File: src/rtl/alu_shift_unit.sv
// Multicycle shift/rotate stage behind the ALU: one bit per clock,
// start/busy/done handshake, ALU-style co/ovf/z/n flags.
module alu_shift_unit #(
  parameter int W  = 8,
  parameter int SW = 4
) (
  input  logic          clk,
  input  logic          rst,
  input  logic          start,
  input  logic [2:0]    op,
  input  logic [SW-1:0] shamt,
  input  logic [W-1:0]  din,
  input  logic          cin,
  output logic [W-1:0]  out,
  output logic          co,
  output logic          ovf,
  output logic          z,
  output logic          n,
  output logic          busy,
  output logic          done
);

  typedef enum logic [1:0] {
    S_IDLE,
    S_SHIFT,
    S_DONE
  } state_t;

  state_t        r_state;
  logic [W-1:0]  r_work;
  logic [SW-1:0] r_cnt;
  logic          r_carry;
  logic          r_ovf;
  logic [2:0]    r_op;

  logic [W-1:0]  r_out;
  logic          r_co;
  logic          r_ovf_o;
  logic          r_z;
  logic          r_n;
  logic          r_busy;
  logic          r_done;

  logic [W-1:0]  w_step;
  logic          w_c;
  logic          w_chg;
  logic          w_ovf;
  logic          w_last;
  logic          w_multi;

  assign out  = r_out;
  assign co   = r_co;
  assign ovf  = r_ovf_o;
  assign z    = r_z;
  assign n    = r_n;
  assign busy = r_busy;
  assign done = r_done;

  // One 1-bit step of the selected operation on the work register
  always_comb begin
    w_step = r_work;
    w_c    = r_carry;
    w_chg  = 1'b0;
    case (r_op)
      3'd0: begin
        w_c    = r_work[W-1];
        w_step = {r_work[W-2:0], 1'b0};
        w_chg  = r_work[W-1] ^ r_work[W-2];
      end
      3'd1: begin
        w_c    = r_work[0];
        w_step = {1'b0, r_work[W-1:1]};
      end
      3'd2: begin
        w_c    = r_work[0];
        w_step = {r_work[W-1], r_work[W-1:1]};
      end
      3'd3: begin
        w_c    = r_work[0];
        w_step = {r_work[0], r_work[W-1:1]};
      end
      3'd4: begin
        w_c    = r_work[W-1];
        w_step = {r_work[W-2:0], r_work[W-1]};
      end
      3'd5: begin
        w_c    = r_work[0];
        w_step = {r_carry, r_work[W-1:1]};
      end
      default: ;
    endcase
  end

  assign w_ovf   = r_ovf | w_chg;
  assign w_last  = (r_cnt == SW'(1));
  assign w_multi = (shamt != '0) && (op <= 3'd5);

  always_ff @(posedge clk or posedge rst) begin
    if (rst) begin
      r_state <= S_IDLE;
      r_work  <= '0;
      r_cnt   <= '0;
      r_carry <= 1'b0;
      r_ovf   <= 1'b0;
      r_op    <= '0;
      r_out   <= '0;
      r_co    <= 1'b0;
      r_ovf_o <= 1'b0;
      r_z     <= 1'b0;
      r_n     <= 1'b0;
      r_busy  <= 1'b0;
      r_done  <= 1'b0;
    end else begin
      unique case (r_state)
        S_IDLE: begin
          r_done <= 1'b0;
          if (start) begin
            r_work  <= din;
            r_carry <= cin;
            r_ovf   <= 1'b0;
            r_op    <= op;
            if (w_multi) begin
              r_cnt   <= shamt;
              r_busy  <= 1'b1;
              r_state <= S_SHIFT;
            end else begin
              r_out   <= din;
              r_co    <= cin;
              r_ovf_o <= 1'b0;
              r_z     <= (din == '0);
              r_n     <= din[W-1];
              r_done  <= 1'b1;
              r_state <= S_DONE;
            end
          end
        end
        S_SHIFT: begin
          r_work  <= w_step;
          r_carry <= w_c;
          r_ovf   <= w_ovf;
          r_cnt   <= r_cnt - SW'(1);
          if (w_last) begin
            r_out   <= w_step;
            r_co    <= w_c;
            r_ovf_o <= w_ovf;
            r_z     <= (w_step == '0);
            r_n     <= w_step[W-1];
            r_busy  <= 1'b0;
            r_done  <= 1'b1;
            r_state <= S_DONE;
          end
        end
        S_DONE: begin
          r_done  <= 1'b0;
          r_state <= S_IDLE;
        end
        default: r_state <= S_IDLE;
      endcase
    end
  end

endmodule

File: config.mk
export PLATFORM = sky130hd
export DESIGN_NAME = alu_shift_unit
export DESIGN_NICKNAME = d
export VERILOG_FILES = /design/src/rtl/alu_shift_unit.sv
export SDC_FILE = /design/constraint.sdc
export NUM_CORES = 1
export LEC_CHECK = 0
export CORE_MARGIN = 1
export CORE_UTILIZATION = 56
export CTS_CLUSTER_SIZE = 40
export DETAILED_ROUTE_END_ITERATION = 6
export HOLD_SLACK_MARGIN = 0.03
export PLACE_DENSITY_LB_ADDON = 0.3
export SLEW_MARGIN = 20
export SYNTH_ARGS = -nofsm -noshare
export SYNTH_HDL_FRONTEND = slang
export SYNTH_SLANG_ARGS = --single-unit
File: constraint.sdc
create_clock -name clk -period 4.7 [get_ports clk]
set_input_delay 0.705 -clock clk [delete_from_list [all_inputs] [get_ports clk]]
set_output_delay 0.705 -clock clk [all_outputs]
set_load 0.01 [all_outputs]
==> impl_results.md, run 1 <==
- Status: finished, final reports clean
- First-pass DRT Iterations: 5
- Post-CTS Hold Fix Bufs: 0
- VDD IR max: 0.3945 mV
- Post_cts resized: 0
- Syn. warnings: 0
- Post-route ant nets: 0
- GRT Util Overall: 25.37%
- Vias in the first global route: 1559
- Setup TNS: 0 ns
- Leak: 0.9417 nW
- Net Sw Frac: 43.42%
- Most frequent cells in the layout: dfrtp_1, clkdlybuf4s50_1, nand2_1, a21oi_1, o21ai_0
- #FFs+latches synth: 32
- CP Class: input pin to register
- Die height: 59.33 um
- DR iter-0 viols: 52
- Comb pwr share: 53.0%
- Main flop type after synthesis: dfrtp_1
- Seq pwr share: 37.7%
- WP data required: 4.96 ns
- Setup ws final: 2.173 ns
- Placed insts: 268
- Final setup violation count: 0
- Total Wirelength: 3955 um
- Mean post-synth cell area: 9.203 um2
- Max Fclk: 0.3957 GHz
- Clock share of power: 9.4%
- Setup WS pre-CTS: 1.833 ns
- Synth area leader: dfrtp_1
- Drt via density: 5.934
- Clk buf depth: 2
- Worst skew pair latency: 0.33 ns
- Initial Utilization: 59.80%
- Die Area: 3520 um2
- Cell variety after synth: 45
- Core Util, Final: 71.75%
- Slew headroom: 30.26%
- Initial antenna violation count: 0
- Core ar.: 3078 um2
- Worst Path Arrival: 2.78 ns
- Yosys top cell area share: 43.51%
- Worst slew pin tran: 1.039 ns
- Top cells by area, synth: dfrtp_1, a21oi_1, mux2i_1, o21ai_0, nand2_1
- Period utilisation layout: 53.77%
- Drt wl/cell: 14.49 um
- Ports: 33
- DP HPWL: 2873 um
- Syn Std Cell Area: 1841 um2
- Routed vias: 1620
- GRT overflow: 0
- Nets: 255
- CTS sink count: 32
- Internal power: 0.8158 mW
- Tot Pwr: 1.442 mW
- Type of origin of the critical path: input pin
- PD cells: 653.0 nW/um2
- Max Cap Viol: 0
- Clock root cell: clkbuf_4
- Async set or reset register ratio after synthesis: 100.0%
- Unrepaired setup endpoints after global routing: false
- Antenna Cells: 0
- Largest net degree at the start of global routing: 33
- Fin cells: 273
- IO buf count: 32
- Slew Limit Fails: 0
- Area grow syn2layout: 19.99%
- CTS tree: built
- Proportion of layout cells with a drive suffix above 1: 9.170%
- Fin crit period: 2.527 ns
- Setup Fix Bufs, Post-CTS: 0
- Register area share after synthesis: 43.51%
- Post-synth EDFFs: 0
- Post-synthesis cell count: 200
- Worst hold-check path type: register to register
- RePlAce Congestion: 0.8514
- First-pass GRT wire length: 6658 um
- Row Count: 20
- # DRC: 0
- Clk pin slew, worst setup/hold paths: 0.09 ns
- Synthesized Nets: 224
- Final hold vios: 0
- CP endpoint kind: register
- # H-tree levels: 2
- TritonCTS Buffers: 5
- Net Sw Power: 0.6262 mW
- Layout fillers: 235
- CP Max Fanout: 21
- Die Wd: 59.33 um
- Worst clock skew: 0.01121 ns
[kinds of logic (layout without fill, tap and decap cells)]
kind of cell	after synthesis	count (layout)	share of synthesized area, %
compound gates	65	65	22.23
xor+xnor	1	1	0.4760
fa+ha+maj	5	5	3.399
buf+inv	25	54	6.322
flops	32	32	43.51
mux	15	15	9.177
simple gates	57	57	14.89
[per-layer routing]
layer,global-route usage (%),up-vias,wire [um]
met4,11.22,0,18
li1,-,779,-
met2,43.82,66,2054
met1,28.87,771,1642
met3,7.424,4,240
met5,0,-,0
[cell usage after synthesis (2+ instances only)]
library cell,count
dfrtp_1,32
nand2_1,21
a21oi_1,18
o21ai_0,17
nor2_1,14
inv_1,13
mux2i_1,9
a211oi_1,6
ha_1,5
mux2_2,5
o22ai_1,5
clkbuf_1,4
nand3_1,4
nor2b_1,4
buf_2,3
a211o_1,2
a22o_1,2
buf_6,2
inv_2,2
nor3_1,2
nor4_1,2
o211ai_1,2
o21ai_1,2
o221a_2,2
or3_1,2
[worst max-delay path, stage by stage]
cell             delay [ns]
clkdlybuf4s50_1        0.45
nor4_2                 0.34
a21oi_1                0.12
a211o_1                0.56
or4_1                  0.48
o21ai_1                0.12
[area by class of cell]
type                    count  area, um2  area share, %
clock buffers               5      37.54          1.700
inverters                  15      56.30          2.550
multi-input cells         143      923.4          41.81
flip-flops and latches     32      800.8          36.26
well taps                  44      55.05          2.493
repair buffers             34      335.3          15.18
[per-stage QoR]
stage / area (um2) / hold slack (ns)
5_1_grt: 2208 / 0.5199
6_report: 2208 / 0.4929
3_3_place_gp: 2171 / 0.4668
2_1_floorplan: 1841 / 0.4734
4_1_cts: 2208 / 0.4966
3_5_place_dp: 2171 / 0.4772
[final timing paths]
kind / startpoint / to / slack, ns / depth (start not counted)
worst max-delay path: shamt[3] / z$_DFFE_PP0P_ / 2.17 / 6
worst min-delay path: ovf$_DFFE_PP0P_ / ovf$_DFFE_PP0P_ / 0.49 / 2
worst max register to register: r_state[1]$_DFFE_PP0P_ / out[0]$_DFFE_PP0P_ / 2.18 / 7
worst min register to register: ovf$_DFFE_PP0P_ / ovf$_DFFE_PP0P_ / 0.49 / 2
max in group asynchronous: rst / r_work[3]$_DFFE_PP0P_ / 3.66 / 3
min in group asynchronous: rst / r_carry$_DFFE_PP0P_ / 0.75 / 3
[sequential cells by signal, indices dropped and copies added, names as in the netlist]
signal,cells
ovf,1
busy,1
r_work,8
out,8
co,1
r_op,3
done,1
r_ovf,1
z,1
r_cnt,4
r_carry,1
r_state,2
[power by group through the flow]
stage	sequential [mW]	clock (mW)	combinational [mW]
finish	0.543	0.135	0.764
global route	0.563	0.149	0.851
CTS	0.540	0.137	0.762
detailed placement	0.546	0	0.758
global placement	0.536	0	0.730
floorplan	0.516	0	0.564
(Power assumes the default switching activity.)
==> run 2: changes to the inputs <==
--- a/config.mk
+++ b/config.mk
@@ -6,7 +6,7 @@
 export NUM_CORES = 1
 export LEC_CHECK = 0
 export CORE_MARGIN = 1
-export CORE_UTILIZATION = 56
+export CORE_UTILIZATION = 47
 export CTS_CLUSTER_SIZE = 40
 export DETAILED_ROUTE_END_ITERATION = 6
 export HOLD_SLACK_MARGIN = 0.03
==> constraint.sdc (replaced) <==
create_clock -name clk -period 2.2 [get_ports clk]
set_input_delay 0.33 -clock clk [delete_from_list [all_inputs] [get_ports clk]]
set_output_delay 0.33 -clock clk [all_outputs]
set_load 0.01 [all_outputs]
==> run 2 against run 1 <==
Against the previous run:
- first-iteration DRC count up 63%
- hold slack worse by 0.069 ns
- sequential cell count unchanged
- clock power rose to 3.5 times the previous value
- critical path type unchanged
- largest cell class unchanged
==> impl_results.md, run 2 (synthesized netlist as in run 1, its figures left out) <==
- First-pass GRT wire length: 6755 um (+1.5%)
- Largest net degree at the start of global routing: 33 (unchanged)
- CP endpoint kind: register
- WP data required: 2.41 ns (-2.55 ns)
- Nets: 264 (+3.5%)
- First-pass DRT Iterations: 4 (-1)
- Total Wirelength: 3999 um (+1.1%)
- DR iter-0 viols: 85 (+63%)
- CP peak stage delay: 0.43 ns (-0.13 ns)
- Worst skew pair latency: 0.29 ns (-0.04 ns)
- Vias in the first global route: 1516 (-2.8%)
- Post_cts resized: 0 (unchanged)
- Reg-to-reg startpoint: r_state[1]$_DFFE_PP0P_
- Worst clock skew: 0.008284 ns (-0.002921 ns)
- VDD IR max: 0.8177 mV (+110%)
- Area grow syn2layout: 26.78%
- M1 WL: 1816 um (+11%)
- Fin cells: 289 (+5.9%)
- Worst r2r path cells: 7 (unchanged)
- Setup ws final: 0.2821 ns (-1.891 ns)
- Status: finished, final reports clean
- Tot Pwr: 3.341 mW (+130%)
- Max Cap Viol: 0 (unchanged)
- Worst Path Arrival: 2.13 ns (-0.65 ns)
- # DRC: 0 (unchanged)
- Worst path slowest cell: clkdlybuf4s50_1
- Drt via density: 5.391 (-9.2%)
- Crit path launch: shamt[3]
- CP Class: input pin to register
- Unrepaired setup endpoints after global routing: false
- Max Fclk: 0.5214 GHz
- CTS sink count: 32 (unchanged)
- Setup Fix Bufs, Post-CTS: 0 (unchanged)
- # H-tree levels: 2 (unchanged)
- Drt wl/cell: 13.84 um (-4.5%)
- Setup WS pre-CTS: -0.01688 ns (-1.850 ns)
- Worst slew pin tran: 0.3992 ns (-0.6399 ns)
- Routed vias: 1558 (-3.8%)
- FF-to-FF setup slack: 0.32 ns (-1.86 ns)
- Leak: 1.007 nW (+6.9%)
- Die Wd: 64.58 um (+8.8%)
- Fin crit period: 1.918 ns
- Layout fillers: 344 (+46%)
- Initial Utilization: 49.53% (-10 points)
- RePlAce Congestion: 0.8693 (+2.1%)
- GRT overflow: 0 (unchanged)
- Ports: 33 (unchanged)
- Highest metal used: met4
- Placed insts: 281 (+4.9%)
- Clk buf depth: 2 (unchanged)
- Metal2 WL: 1963 um (-4.4%)
- Post-route ant nets: 0 (unchanged)
- Core ar.: 3716 um2 (+21%)
- Worst hold-check path type: input pin to async pin
- GRT Util Overall: 21.34% (-4.0 points)
- Type of origin of the critical path: input pin
- Initial antenna violation count: 0 (unchanged)
- DP HPWL: 2959 um (+3.0%)
- Setup TNS: 0 ns (unchanged)
- Row Count: 22 (+10%)
- Post-CTS Hold Fix Bufs: 0 (unchanged)
- Antenna Cells: 0 (unchanged)
- Die height: 64.58 um (+8.8%)
- TritonCTS Buffers: 5 (unchanged)
- Slew Limit Fails: 0 (unchanged)
- DR WL met3: 141 um (-41%)
- CP Max Fanout: 3 (-86%)
- Critical-path cell list: clkdlybuf4s50_1 > nor4_2 > a21oi_1 > a211o_1 > or4_1 > o21ai_1
- Worst reg2reg path endpoint: z$_DFFE_PP0P_
- Final hold vios: 0 (unchanged)
- Die Area: 4170 um2 (+18%)
- Slew headroom: 73.39% (+43 points)
- PD cells: 1432 nW/um2 (+120%)
- Proportion of layout cells with a drive suffix above 1: 12.86% (+3.7 points)
- Clk pin slew, worst setup/hold paths: 0.07 ns (-0.02 ns)
- CTS tree: built
- Clock root cell: clkbuf_8
- Final setup violation count: 0 (unchanged)
- Most frequent cells in the layout: dfrtp_1, clkdlybuf4s50_1, nand2_1, a21oi_1, o21ai_0
- IO buf count: 32 (unchanged)
- Period utilisation layout: 87.18%
run 2: cell types whose count changed in the layout (fill, tap and decap cells not counted):
cell | before | now
clkbuf_1 | 0 | 2
clkbuf_8 | 0 | 6
buf_4 | 2 | 11
clkbuf_4 | 5 | 0
run 2: layout make-up:
type | count | area (um2) | share of cell area (%)
repair buffers | 43 | 402.9 | 17.27
clock buffers | 8 | 90.09 | 3.861
flip-flops and latches | 32 | 800.8 | 34.32
multi-input cells | 143 | 923.4 | 39.57
inverters | 15 | 56.30 | 2.413
well taps | 48 | 60.06 | 2.574
run 2: layer usage:
layer	vias to the layer above	GRT usage (%)
met1	728	26.04
met2	30	36.05
met4	0	9.444
met5	-	0
met3	9	4.577
li1	791	-
run 2: worst max path at each step:
stage | end | cells after the start | slack, ns
floorplan | out[0]$_DFFE_PP0P_ | 7 | 0.29
global placement | z$_DFFE_PP0P_ | 6 | 0.07
detailed placement | z$_DFFE_PP0P_ | 6 | -0.02
CTS | z$_DFFE_PP0P_ | 6 | 0.29
global route | z$_DFFE_PP0P_ | 6 | 0.13
finish | z$_DFFE_PP0P_ | 6 | 0.28
run 2: through the flow:
stage | instance area, um2 | util (%) | hold slack (ns)
floorplan | 1841 | - | 0.4462
global placement | 2243 | 60.37 | 0.4649
detailed placement | 2243 | 60.37 | 0.4735
CTS | 2333 | 62.79 | 0.4430
global route | 2333 | 62.79 | 0.4707
finish | 2333 | 62.79 | 0.4244
run 2: critical path: cells and delay by family:
kind | cells | cell delay [ns]
buffers and inverters | 1 | 0.43
AOI/OAI and AO/OA | 3 | 0.60
and+or+nand+nor | 2 | 0.76
run 2: where the power goes:
group          switching, mW  total (mW)  internal (mW)
combinational          0.863        1.72          0.854
clock                  0.211       0.466          0.255
sequential             0.294        1.16          0.865
total                   1.37        3.34           1.97
